--- src/rtl/mat_mul_stream.sv ---
// mat_mul_stream: streaming matrix multiplier S = A(ROWS x INNER) * B(INNER x COLS).
// Operands arrive one element per handshake: A row-major, then B row-major.
// Results leave one element per handshake in row-major order. A single
// INNER-wide dot-product engine is reused for every output element.
// Build option: define MAT_MUL_SIGNED_EN for two's-complement operands
// (unsigned when undefined).
//
// state  | meaning
// S_LOAD | accepting operand elements into A/B storage
// S_RUN  | issuing S[r][c] into the output register, honouring backpressure
module mat_mul_stream #(
  parameter int ROWS  = 4,
  parameter int INNER = 4,
  parameter int COLS  = 2,
  parameter int DW    = 4,
  parameter int OW    = 2*DW + $clog2(INNER)
) (
  input  logic          i_clk,
  input  logic          i_rst_n,
  input  logic          i_in_valid,
  output logic          o_in_ready,
  input  logic [DW-1:0] i_in_data,
  output logic          o_out_valid,
  input  logic          i_out_ready,
  output logic [OW-1:0] o_out_data,
  output logic          o_out_last,
  output logic          o_busy
);

  localparam int NA = ROWS * INNER;
  localparam int NB = INNER * COLS;
  localparam int NT = NA + NB;
  localparam int PW = 2 * DW;
  localparam int LW = (NT > 1)   ? $clog2(NT)   : 1;
  localparam int RW = (ROWS > 1) ? $clog2(ROWS) : 1;
  localparam int CW = (COLS > 1) ? $clog2(COLS) : 1;

  typedef enum logic {
    S_LOAD = 1'b0,
    S_RUN  = 1'b1
  } state_t;

  state_t r_state;
  state_t w_state_nxt;

  logic [DW-1:0] r_a_mem [NA];
  logic [DW-1:0] r_b_mem [NB];

  logic [LW-1:0] r_ld_idx;
  logic [RW-1:0] r_row;
  logic [CW-1:0] r_col;

  logic          w_in_ready_st;
  logic          w_in_hs;
  logic          w_ld_last;
  logic          w_out_hs;
  logic          w_load;
  logic          w_last_rc;

  logic [DW-1:0] w_a_sel [INNER];
  logic [DW-1:0] w_b_sel [INNER];
  logic [PW-1:0] w_prod  [INNER];
  logic [OW-1:0] w_dot;

  // in_ready is gated by reset so it stays low while rst_n is asserted
  assign o_in_ready = w_in_ready_st & i_rst_n;
  assign w_in_hs    = i_in_valid & o_in_ready;
  assign w_ld_last  = (r_ld_idx == LW'(NT - 1));
  assign w_out_hs   = o_out_valid & i_out_ready;
  assign w_last_rc  = (r_row == RW'(ROWS - 1)) && (r_col == CW'(COLS - 1));

  // Output register may take a new element when empty or being drained;
  // a registered out_last means every element has already been issued.
  assign w_load = (r_state == S_RUN) && !o_out_last && (!o_out_valid || i_out_ready);

  // State register
  always_ff @(posedge i_clk or negedge i_rst_n) begin
    if (!i_rst_n) begin
      r_state <= S_LOAD;
    end else begin
      r_state <= w_state_nxt;
    end
  end

  // Next-state and state-decoded outputs
  always_comb begin
    w_state_nxt   = r_state;
    w_in_ready_st = 1'b0;
    o_busy        = 1'b0;
    case (r_state)
      S_LOAD: begin
        w_in_ready_st = 1'b1;
        if (i_in_valid && w_ld_last) begin
          w_state_nxt = S_RUN;
        end
      end
      S_RUN: begin
        o_busy = 1'b1;
        if (w_out_hs && o_out_last) begin
          w_state_nxt = S_LOAD;
        end
      end
      default: begin
        w_state_nxt = S_LOAD;
      end
    endcase
  end

  // Load index: advances per accepted operand, wraps to 0 after the last one
  always_ff @(posedge i_clk or negedge i_rst_n) begin
    if (!i_rst_n) begin
      r_ld_idx <= '0;
    end else if (w_in_hs) begin
      if (w_ld_last) begin
        r_ld_idx <= '0;
      end else begin
        r_ld_idx <= r_ld_idx + 1'b1;
      end
    end
  end

  // Operand storage; contents after reset are don't-care so no reset here
  always_ff @(posedge i_clk) begin
    if (w_in_hs) begin
      for (int i = 0; i < NA; i++) begin
        if (r_ld_idx == LW'(i)) begin
          r_a_mem[i] <= i_in_data;
        end
      end
      for (int j = 0; j < NB; j++) begin
        if (r_ld_idx == LW'(NA + j)) begin
          r_b_mem[j] <= i_in_data;
        end
      end
    end
  end

  // Select row r of A and column c of B for the dot-product engine
  always_comb begin
    for (int k = 0; k < INNER; k++) begin
      w_a_sel[k] = '0;
      w_b_sel[k] = '0;
    end
    for (int k = 0; k < INNER; k++) begin
      for (int i = 0; i < ROWS; i++) begin
        if (r_row == RW'(i)) begin
          w_a_sel[k] = r_a_mem[i*INNER + k];
        end
      end
      for (int j = 0; j < COLS; j++) begin
        if (r_col == CW'(j)) begin
          w_b_sel[k] = r_b_mem[k*COLS + j];
        end
      end
    end
  end

  // Dot product: INNER multipliers feeding an OW-bit sum (wide enough for no overflow)
  always_comb begin
    w_dot = '0;
    for (int k = 0; k < INNER; k++) begin
      w_prod[k] = '0;
    end
    for (int k = 0; k < INNER; k++) begin
`ifdef MAT_MUL_SIGNED_EN
      w_prod[k] = PW'($signed(PW'($signed(w_a_sel[k]))) * $signed(PW'($signed(w_b_sel[k]))));
      w_dot     = w_dot + OW'($signed(w_prod[k]));
`else
      w_prod[k] = PW'(w_a_sel[k]) * PW'(w_b_sel[k]);
      w_dot     = w_dot + OW'(w_prod[k]);
`endif
    end
  end

  // Output register and r/c walk; everything holds while stalled
  always_ff @(posedge i_clk or negedge i_rst_n) begin
    if (!i_rst_n) begin
      o_out_valid <= 1'b0;
      o_out_data  <= '0;
      o_out_last  <= 1'b0;
      r_row       <= '0;
      r_col       <= '0;
    end else if (w_in_hs && w_ld_last) begin
      r_row <= '0;
      r_col <= '0;
    end else if (w_load) begin
      o_out_valid <= 1'b1;
      o_out_data  <= w_dot;
      o_out_last  <= w_last_rc;
      if (w_last_rc) begin
        r_row <= '0;
        r_col <= '0;
      end else if (r_col == CW'(COLS - 1)) begin
        r_col <= '0;
        r_row <= r_row + 1'b1;
      end else begin
        r_col <= r_col + 1'b1;
      end
    end else if (w_out_hs) begin
      o_out_valid <= 1'b0;
      o_out_last  <= 1'b0;
    end
  end

endmodule

--- config.mk ---
export PLATFORM = sky130hd
export DESIGN_NAME = mat_mul_stream
export DESIGN_NICKNAME = d
export VERILOG_FILES = /design/src/rtl/mat_mul_stream.sv
export SDC_FILE = /design/constraint.sdc
export NUM_CORES = 1
export LEC_CHECK = 0
export ABC_AREA = 1
export CAP_MARGIN = 0
export CORE_MARGIN = 4
export CORE_UTILIZATION = 30
export CTS_CLUSTER_DIAMETER = 150
export CTS_CLUSTER_SIZE = 12
export DETAILED_ROUTE_END_ITERATION = 7
export DONT_BUFFER_PORTS = 1
export SETUP_SLACK_MARGIN = 0.02
export SLEW_MARGIN = 10
export SYNTH_ARGS = -nofsm -noshare
export SYNTH_HDL_FRONTEND = slang
export SYNTH_SLANG_ARGS = --single-unit
--- constraint.sdc ---
create_clock -name i_clk -period 5.3 [get_ports i_clk]
set_input_delay 0.795 -clock i_clk [delete_from_list [all_inputs] [get_ports i_clk]]
set_output_delay 0.795 -clock i_clk [all_outputs]
set_load 0.02 [all_outputs]
# After elaboration in Yosys (flattened, before gate mapping)

Memory sizes are Yosys's and may differ from the RTL's.
Index checks and enable logic that the tools add are counted.

Add/subtract/negate cells: 6
$mul: 4
Eq/ne operators: 26
Muxes and demuxes: 175
Bitwise logic cells: 5
Reductions and logical operators: 39

Operator list:

| cell                                                                   | count |
|---|---|
| 4-bit 2-to-1 mux                                                       | 57 |
| 1-bit 2-to-1 mux                                                       | 105 |
| 4-bit OR reduction                                                     | 22 |
| 5-bit by 4-bit equality test with 1-bit output (second input constant) | 8 |
| 5-bit equality test (second input constant)                            | 8 |
| 4-bit by 4-bit multiplier with 8-bit output                            | 4 |
| 3-bit 2-to-1 mux                                                       | 7 |
| 5-bit by 3-bit equality test with 1-bit output (second input constant) | 4 |
| 10-bit by 8-bit adder with 10-bit output                               | 1 |
| 9-bit by 8-bit adder with 10-bit output                                | 1 |
| 5-bit by 2-bit equality test with 1-bit output (second input constant) | 2 |
| 8-bit by 8-bit adder with 9-bit output                                 | 1 |
| 2-bit 2-to-1 mux                                                       | 4 |
| 1-bit logical AND                                                      | 6 |
| 2-bit AND reduction                                                    | 3 |
| 5-bit by 1-bit adder with 5-bit output (second input constant)         | 1 |
| 5-bit by 1-bit equality test with 1-bit output (second input constant) | 1 |
| 5-bit logical NOT                                                      | 1 |
| 5-bit 2-to-1 mux                                                       | 1 |
| 2-bit equality test (second input constant)                            | 2 |
| 2-bit nonzero test                                                     | 2 |
| 1-bit bitwise AND                                                      | 3 |
| 3-bit nonzero test                                                     | 1 |
| 2-bit by 1-bit adder with 2-bit output (second input constant)         | 1 |
| 7 further kinds                                                        | 9 |

Register bits after elaboration: 21
Bits in writable memories: 96
Input port bits: 8
Output and inout bits: 14
Logic and storage cells: 264
Memories kept: 2

Memories:

| name    | words | width | rd ports | clocked after memory_dff | wr ports | line | text |
|---|---|---|---|---|---|---|---|
| r_a_mem | 16    | 4     | 16       | 0                        | 1        | 46   | `logic [DW-1:0] r_a_mem [NA];` |
| r_b_mem | 8     | 4     | 8        | 0                        | 1        | 47   | `logic [DW-1:0] r_b_mem [NB];` |

# Longest topological paths before layout

Depth after elaboration: 21
Mapped depth: 29

# Worst setup path after synthesis

No wires, ideal clock.

Path type: register -> register
Start: reg r_row[0]
End: reg o_out_data[8]
Library setup time: 0.118 ns
Arrival: 5.298 ns
Required time: 5.182 ns
Slack: -0.115 ns
Cell stages (with the launch flop): 25
Buffers on the path: 2
Cells stage by stage: dfrtp_1 inv_1 ha_1 buf_4 inv_2 buf_4 o211ai_2 a21oi_1 fa_1 inv_1 fa_1 inv_1 fa_1 fa_1 inv_1 fa_1 inv_1 ha_1 fa_1 nand2_1 nand2_1 nand3b_1 nand3b_1 nand3_1 nand2_1

Cells in the longest elaborated chain, start to end: 9
Elaborated cells on any way between the ends: 27
Classes of those cells: 3 x add/sub; 4 x mul; 3 x eq/ne; 16 x mux; 1 x reduce/logical

RTL lines:

| what                                         | line | text |
|---|---|---|
| from (decl)                                  | 50   | `logic [RW-1:0] r_row;` |
| from (signal assigned)                       | 195  | `r_row <= r_row + 1'b1;` |
| 2-bit logical NOT                            | 146  | `if (r_row == RW'(i)) begin` |
| 4-bit 2-to-1 mux (4 in a row)                | 146  |  |
| 4-bit by 4-bit multiplier with 8-bit output  | 169  | `w_prod[k] = PW'(w_a_sel[k]) * PW'(w_b_sel[k]);` |
| 8-bit by 8-bit adder with 9-bit output       | 170  | `w_dot = w_dot + OW'(w_prod[k]);` |
| 9-bit by 8-bit adder with 10-bit output      | 170  |  |
| 10-bit by 8-bit adder with 10-bit output (*) | 170  |  |
| to (signal assigned)                         | 188  | `o_out_data <= w_dot;` |
| to (decl)                                    | 25   | `output logic [OW-1:0] o_out_data,` |

Mark *: on every way between the ends. The rest lies on a longest branch, timed or not.
A chain may end at the register's enable or synchronous reset.

# Worst setup path in the final report

Start: reg r_row[0]
End: reg o_out_data[9]

The elaborated chain is that of the path after synthesis.

==> impl_metrics.toml <==
[run_status]
status = "complete, but fails checks"
violations = "setup timing"

[timing]
grt_setup_unrepaired = "yes"
fmax_mhz = 187
whs_ps = 74.7
worst_pin_slew_ps = 622
setup_viol = 5
period_minus_slack_ps = 5360
fin_ws_ps = -61.4
hold_viol_final = 0
period_share_pct = 101
slew_violations = 0
maxSlewHeadroom_pct = 58.2
skew_ps = 13.2

[logic_synthesis]
syn_inst = 683
synth.avg_cell_area_um2 = 10.4
synth.net_count = 784
synth_warnings = 0
syn_area_um2 = 7140
ys_types = 33
ys_seq_area_share_pct = 47.8
ys.flop_type = "edfxtp_1"
async_flop_share_pct = 17.9
yosys_register_bits = 117
synth-edff-count = 96

[cells_and_area]
antennaDiodeCount = 0
multi_input_area_um2 = 3480
nNetsFinal = 867
postLayoutCoreUtil_pct = 38.1
fin_cells = 1098
layout-drive-gt1-share_pct = 26.7
final.fill_count = 2281
register_area_um2 = 3410
syn_to_final_growth_pct = 25.1

[floorplan]
start_util_pct = 30.5
die-area_um2 = 26300
fp.dieW_um = 162
die_h_um = 162
rows = 56
ios = 22
design.core.area_um2 = 23400

[clock_tree]
clk_latency_ps = 410
cts_root_buffer = "clkbuf_16"
cts_tree = "done"
cts_buffers = 17
htreeDepth = 4
cts.clk_slew.worst_paths_ps = 60
clock_sinks = 117
cts.path.max_buffers = 2

[setup_path]
rrSetupSlack_ps = -60
end_kind = "register"
crit_type = "register to register"
cp_data_arrival_time_ps = 5660
required_ps = 5600
start_kind = "register"
path_max_fanout = 5

[worst_hold_path]
hold_path_class = "input pin to asynchronous set/reset pin"

[route]
drtIter0Drc = 250
drt-total-wl_um = 16300
first_pass_iters = 5
vias_per_cell = 4.37
wire_per_inst_um = 14.8
ant_nets = 0
vias = 4801
post-route-drc-count = 0

[grt]
grt_antenna_before_repair = 0
grt_max_degree = 25
gr-usage-all-layers_pct = 13.2
grt_overflow = 0
first_global_vias = 5135
grt_pass1_wl_um = 26800

[flow_run]
drv_cap = 0

[placement]
dp_hpwl_um = 12100
dpl.cell_count = 1045
port-buffer-count = 0
place_congestion = 0.878
dp_slack_ps = -267
-- cell usage after synthesis (5+ instances only) --
library cell    n  area (um2)
nand2_1       156         586
inv_1         118         443
edfxtp_1       96        2880
a21oi_1        58         290
fa_1           48         961
ha_1           45         563
nor2_1         42         158
dfrtp_1        21         526
o21ai_0        18        90.1
nand3_1        13        65.1
o211ai_2       10         125
inv_2           8        30.0
buf_2           5        25.0
buf_4           5        37.5
o21ai_1         5        25.0
-- placed cells by master, fill, tap and decap left out, types with 13 or more instances in the layout --
master     instances
nand2_1          135
inv_1            109
edfxtp_1          96
buf_4             66
a21oi_1           44
nor2_1            42
fa_1              36
ha_1              33
nand2_2           23
dfrtp_1           21
clkbuf_16         17
inv_2             16
o21ai_0           16
a21oi_2           13
-- timing repair --
item / CTS / global route
buffers inserted: 16 / 4
gates cloned: 1 / 0
pin swaps: 43 / 42
gates resized for setup: 51 / 38
endpoints found under the setup margin: 7 / 7
hold buffers: 0 / 0
-- routing by layer --
metal	track usage [%]	wire, um	vias to the layer above
li1	-	-	2379
met1	16.1	7180	2329
met2	22.9	8250	79
met3	2.59	597	14
met4	5.04	255	0
met5	0	0	-
-- cell type report --
class	count	area share, %
repair buffers	76	7.01
clock inverters	9	0.939
clock buffers	23	5.02
multi-input cells	427	39.0
flip-flops and latches	117	38.2
well taps	319	4.47
inverters	127	5.40
-- worst max-delay path: stages (launching register included) --
cell and delay, ps:
dfrtp_1 410, inv_2 130, ha_4 170, inv_4 50, nor2_4 140, buf_4 130
nand2_1 50, nand2_2 80, o211ai_4 90, nand2_1 100, nand2_1 70, fa_1 500
fa_1 540, inv_1 50, fa_1 470, fa_1 570, fa_1 430, fa_1 490
ha_4 310, nand3_2 60, nand3_2 90, nand2_1 70, nand2_1 60, nand2_1 50
nand3_1 70, nand2_1 60
-- logic make-up (layout without fill, tap and decap cells) --
family | count (synthesis) | after routing | synth area share (%)
multiplexers | 3 | 3 | 0.421
adder cells (fa/ha/maj) | 93 | 93 | 21.4
AND/OR/NAND/NOR | 230 | 231 | 14.0
buffers and inverters | 140 | 235 | 8.00
AO/OA/AOI/OAI | 96 | 96 | 7.93
XOR/XNOR | 4 | 4 | 0.491
flip-flops | 117 | 117 | 47.8
-- sequential cells by signal (all words and copies together), names as in the netlist --
| register | count |
|---|---|
| o_out_valid | 1 |
| r_a_mem | 64 |
| r_b_mem | 32 |
| r_state | 1 |
| r_row | 2 |
| o_out_last | 1 |
| o_out_data | 10 |
| r_ld_idx | 5 |
| r_col | 1 |
-- stage by stage --
step / setup TNS (ps) / instance area, um2
floorplan: 0 / 7170
global placement: -987 / 7920
detailed placement: -1330 / 7920
CTS: -160 / 8790
global route: -1660 / 8930
finish: -169 / 8930
-- worst paths after layout --
kind,from,end,cells after the start
max in group asynchronous,i_rst_n,r_ld_idx[2],0
worst max-delay path,r_row[0],o_out_data[9],25
min in group i_clk,i_in_data[2],r_a_mem[5][2],0
worst min-delay path,i_rst_n,o_out_data[6],0
worst min register to register,r_ld_idx[3],r_ld_idx[3],1
worst max register to register,r_row[0],o_out_data[9],25
Power is left out: the tool's default activity adds up to more than one toggle a clock period on the data nets, which glitch-free logic cannot reach.
